--- src/rtl/bit_serial_pkg.sv ---
// Shared definitions for the bit-serial adder: FSM state encoding.
package bit_serial_pkg;

    typedef enum logic [1:0] {
        IDLE = 2'd0,
        RUN  = 2'd1,
        DONE = 2'd2
    } state_t;

endpackage

--- src/rtl/full_adder_nand.sv ---
// One-bit full adder built only from two-input nand primitives:
// two NAND half-adder stages, with a final NAND acting as the carry OR.
module full_adder_nand (
    input  logic a,
    input  logic b,
    input  logic cin,
    output logic sum,
    output logic cout
);

    logic n1, n2, n3, hs;
    logic m1, m2, m3;

    nand g1 (n1, a, b);
    nand g2 (n2, a, n1);
    nand g3 (n3, b, n1);
    nand g4 (hs, n2, n3);

    nand g5 (m1, hs, cin);
    nand g6 (m2, hs, m1);
    nand g7 (m3, cin, m1);
    nand g8 (sum, m2, m3);

    // n1 and m1 are the inverted half-adder carries, so a NAND of them is their OR.
    nand g9 (cout, n1, m1);

endmodule

--- src/rtl/bit_serial_adder.sv ---
// LSB-first bit-serial adder behind a start/busy/done handshake.
// Optional subtract mode (extra `sub` port) enabled by defining BIT_SERIAL_SUB_EN.
module bit_serial_adder
    import bit_serial_pkg::*;
#(
    parameter int WIDTH = 8
) (
    input  logic             clk,
    input  logic             rst_n,
    input  logic             start,
    input  logic [WIDTH-1:0] a,
    input  logic [WIDTH-1:0] b,
    input  logic             cin,
`ifdef BIT_SERIAL_SUB_EN
    input  logic             sub,
`endif
    output logic             busy,
    output logic             done,
    output logic [WIDTH-1:0] sum,
    output logic             cout
);

    localparam int CNT_W = (WIDTH > 1) ? $clog2(WIDTH) : 1;
    localparam logic [CNT_W-1:0] LAST = CNT_W'(WIDTH - 1);

    state_t           state_q, state_d;
    logic [CNT_W-1:0] cnt_q;
    logic [WIDTH-1:0] sra_q, srb_q;
    logic [WIDTH-2:0] res_q;
    logic             carry_q;
    logic             fa_s, fa_c;
    logic [WIDTH-1:0] res_d;
    logic [WIDTH-1:0] b_load;
    logic             c_load;

    full_adder_nand u_cell (
        .a    (sra_q[0]),
        .b    (srb_q[0]),
        .cin  (carry_q),
        .sum  (fa_s),
        .cout (fa_c)
    );

    // Result shifts in from the top; the full word is visible with the current bit appended.
    assign res_d = {fa_s, res_q};

`ifdef BIT_SERIAL_SUB_EN
    assign b_load = sub ? ~b : b;
    assign c_load = sub ? 1'b1 : cin;
`else
    assign b_load = b;
    assign c_load = cin;
`endif

    always_comb begin
        state_d = state_q;
        case (state_q)
            IDLE:    if (start) state_d = RUN;
            RUN:     if (cnt_q == LAST) state_d = DONE;
            DONE:    state_d = IDLE;
            default: state_d = IDLE;
        endcase
    end

    always_ff @(posedge clk or negedge rst_n) begin
        if (!rst_n) begin
            state_q <= IDLE;
            cnt_q   <= '0;
            sra_q   <= '0;
            srb_q   <= '0;
            res_q   <= '0;
            carry_q <= 1'b0;
            sum     <= '0;
            cout    <= 1'b0;
        end else begin
            state_q <= state_d;
            case (state_q)
                IDLE: begin
                    if (start) begin
                        sra_q   <= a;
                        srb_q   <= b_load;
                        carry_q <= c_load;
                        cnt_q   <= '0;
                    end
                end
                RUN: begin
                    sra_q   <= sra_q >> 1;
                    srb_q   <= srb_q >> 1;
                    res_q   <= res_d[WIDTH-1:1];
                    carry_q <= fa_c;
                    cnt_q   <= cnt_q + 1'b1;
                    if (cnt_q == LAST) begin
                        sum  <= res_d;
                        cout <= fa_c;
                    end
                end
                default: ;
            endcase
        end
    end

    assign busy = (state_q != IDLE);
    assign done = (state_q == DONE);

endmodule

--- config.mk ---
export PLATFORM = sky130hd
export DESIGN_NAME = bit_serial_adder
export DESIGN_NICKNAME = d
export VERILOG_FILES = /design/src/rtl/bit_serial_pkg.sv /design/src/rtl/full_adder_nand.sv /design/src/rtl/bit_serial_adder.sv
export SDC_FILE = /design/constraint.sdc
export NUM_CORES = 1
export LEC_CHECK = 0
export ABC_AREA = 1
export BUFFER_PORTS_ARGS = -buffer_cell sky130_fd_sc_hd__buf_2
export CAP_MARGIN = 25
export CELL_PAD_IN_SITES_DETAIL_PLACEMENT = 0
export CELL_PAD_IN_SITES_GLOBAL_PLACEMENT = 1
export CORE_MARGIN = 1
export CORE_UTILIZATION = 40
export CTS_CLUSTER_SIZE = 8
export DETAILED_ROUTE_END_ITERATION = 6
export GPL_TIMING_DRIVEN = 0
export PLACE_DENSITY = 0.76
export SKIP_LAST_GASP = 1
export SYNTH_ARGS = -nofsm -noshare
export SYNTH_HDL_FRONTEND = slang
export SYNTH_HIERARCHICAL = 1
export SYNTH_SLANG_ARGS = --single-unit
--- constraint.sdc ---
create_clock -name clk -period 1.8 [get_ports clk]
set_input_delay 0.18 -clock clk [delete_from_list [all_inputs] [get_ports clk]]
set_output_delay 0.18 -clock clk [all_outputs]
set_load 0.05 [all_outputs]
==> impl_metrics.env <==
export IMPL_drt_vias_per_instance=4.64
export IMPL_drv_cap=0
export IMPL_clk_pin_slew_ps=70
export IMPL_whs_ps=-5.71
export IMPL_period_share=0.901
export IMPL_drv_slew=0
export IMPL_setup_tns_ps=0
export IMPL_cts_hold_buf=0
export IMPL_min_path_type="input port to asynchronous set/reset pin"
export IMPL_power_leakage_nw=1.14
export IMPL_synth_seq_cells=38
export IMPL_maxSlewHeadroom=0.443
export IMPL_clockBufferDepth=2
export IMPL_synthesis_area_sq_um=1700
export IMPL_place_hpwl_mm=2.40
export IMPL_min_period_ps=1620
export IMPL_worstPathCellList="buf_4 -> buf_4 -> nor2_1 -> buf_2"
export IMPL_grt_pass1_vias=1313
export IMPL_antenna_found_initial=0
export IMPL_fill_cells=419
export IMPL_cp_end_kind="output port"
export IMPL_ff_latch_area_sq_um=951
export IMPL_io_buffers=30
export IMPL_fin_util=0.501
export IMPL_die_y_microns=67.1
export IMPL_grt_max_degree=39
export IMPL_row_count=23
export IMPL_drt_iter0_drc=93
export IMPL_dr_pass1_iters=4
export IMPL_core_sq_um=4030
export IMPL_rsz0062_at_grt="no"
export IMPL_cts_setup_buffers=0
export IMPL_clock_sinks=38
export IMPL_fin_ws_ps=178
export IMPL_fmax_ghz=0.616
export IMPL_die_x_microns=67.1
export IMPL_m1WireLength_mm=1.71
export IMPL_syn_nets=231
export IMPL_required_ps=1620
export IMPL_cp_start_kind="flop"
export IMPL_cts_root_buffer="clkbuf_8"
export IMPL_crit_path_top_delay_cell="dfrtp_1"
export IMPL_arrival_ps=1440
export IMPL_tightest_slew_ps=836
export IMPL_cp_max_fo=10
export IMPL_synth_avg_cell_area_sq_um=8.15
export IMPL_cts_tree="built"
export IMPL_drive_above_1_share=0.201
export IMPL_ir_drop_mv=0.798
export IMPL_io_pins=31
export IMPL_cts_buffers=5
export IMPL_drt_wirelength_per_cell_microns=11.7
export IMPL_highest_layer="met4"
export IMPL_cpPeakStageDelay_ps=420
export IMPL_cpMostUsedCell="buf_4"
export IMPL_wirelength_mm=3.44
export IMPL_drc=0
export IMPL_overflow=0
export IMPL_dp_cells=288
export IMPL_finalNetCount=267
export IMPL_clkLatencyLatePin_ps=280
export IMPL_ant_nets=0
export IMPL_multi_input_area_sq_um=644
export IMPL_route_met3_wl_microns=179
export IMPL_crit_type="flop to output port"
export IMPL_synthDistinctLibCells=14
export IMPL_antennaDiodeCount=0
export IMPL_yosysSeqAreaShare=0.561
export IMPL_gp_congestion=0.692
export IMPL_syn_inst=208
export IMPL_initial_utilization=0.421
export IMPL_vias=1364
export IMPL_ctsResizeCount=0
export IMPL_grt_pass1_wl_mm=6.13
export IMPL_synth_warnings=6
export IMPL_wl_met2_mm=1.54
export IMPL_dpl_worst_slack_ps=155
export IMPL_setup_violations=0
export IMPL_skew_ps=7.57
export IMPL_finalHoldViolCount=5
export IMPL_grtUsageTotal=0.188
export IMPL_final_cells=294
export IMPL_violations="hold timing"
export IMPL_status="finished, violations left"
export IMPL_p_per_area_nw_per_um2=1840
export IMPL_htree_levels=2
export IMPL_die_area_sq_um=4500
export IMPL_area_delta_synth_final_pct=19.0
[cells in the final DEF, fill, tap and decap left out]
cell type  synthesis  final
dfrtp_1           38     38
clkbuf_8           0      6
fa_1               1      1
nand3_1           19     19
ha_1               2      2
buf_4              3      3
buf_2              5     35
nand2_1          106    106
nor2_1             2      2
inv_1              9      9
nand3_2            1      1
clkbuf_1           3      2
bufinv_16          0      1
o21ai_0           16     16
inv_2              2      2
o21ai_2            1      1
[critical path: cells and delay by family (launching register included)]
family / cells / cell delay (ps)
buffers and inverters: 3 / 640
flip-flops: 1 / 420
AND/OR/NAND/NOR: 1 / 100
[cells in the mapped netlist]
| cell type | number | area share |
|---|---|---|
| buf_2 | 5 | 0.015 |
| buf_4 | 3 | 0.013 |
| clkbuf_1 | 3 | 0.0066 |
| dfrtp_1 | 38 | 0.56 |
| fa_1 | 1 | 0.012 |
| ha_1 | 2 | 0.015 |
| inv_1 | 9 | 0.020 |
| inv_2 | 2 | 0.0044 |
| nand2_1 | 106 | 0.23 |
| nand3_1 | 19 | 0.056 |
| nand3_2 | 1 | 0.0059 |
| nor2_1 | 2 | 0.0044 |
| o21ai_0 | 16 | 0.047 |
| o21ai_2 | 1 | 0.0052 |
[per-stage QoR]
step	hold WS, ps	total power, W	area (sq um)
after floorplan	-116	0.00261	1700
after global placement	351	0.00301	1910
after detailed placement	330	0.00303	1910
after CTS	16.2	0.00377	2020
after global routing	57.3	0.00406	2020
final	-5.71	0.00370	2020
[cell type report]
cell class,count,share of cell area
Sequential cell,38,0.471
Clock inverter,1,0.0149
Inverter,11,0.0205
Tap cell,50,0.0310
Multi-Input combinational cell,148,0.319
Buffer,10,0.0273
Timing Repair Buffer,30,0.0744
Clock buffer,6,0.0409
[registers in the layout, summed over array words and instances, names as in the netlist]
signal and flops:
cnt_q 3, sra_q 8, carry_q 1, srb_q 8, cout 1, res_q 7
state_q 2, sum 8
[cell families (layout without fill, tap and decap cells)]
logic type,Yosys count,after routing,synth area share
simple gates,128,128,0.301
flops,38,38,0.561
buf+inv,22,58,0.0590
compound gates,17,17,0.0524
fa+ha+maj,3,3,0.0266
[final timing paths]
kind                       slack (ps)  startpoint  cells past startpoint       end
max                               180  state_q[0]                      4      done
min                                -6       rst_n                      1  res_q[5]
max reg2reg                       390    cnt_q[0]                      6    sum[0]
min reg2reg                       480      sum[5]                      2    sum[5]
max in group asynchronous        1270       rst_n                      1  sra_q[0]
min in group clk                  120        a[7]                      3  sra_q[7]
[per-layer routing]
layer | vias up | global-route usage
met4 | 0 | 0.0559
met3 | 2 | 0.0582
met2 | 31 | 0.276
li1 | 713 | -
met5 | - | 0
met1 | 618 | 0.264
[report_power, final]
group | internal, W | switching, W | total (W)
sequential | 0.00122 | 0.000195 | 0.00141
clock | 0.000443 | 0.000273 | 0.000716
combinational | 0.000485 | 0.00109 | 0.00158
Note: power is estimated with default switching activity, not from simulation.
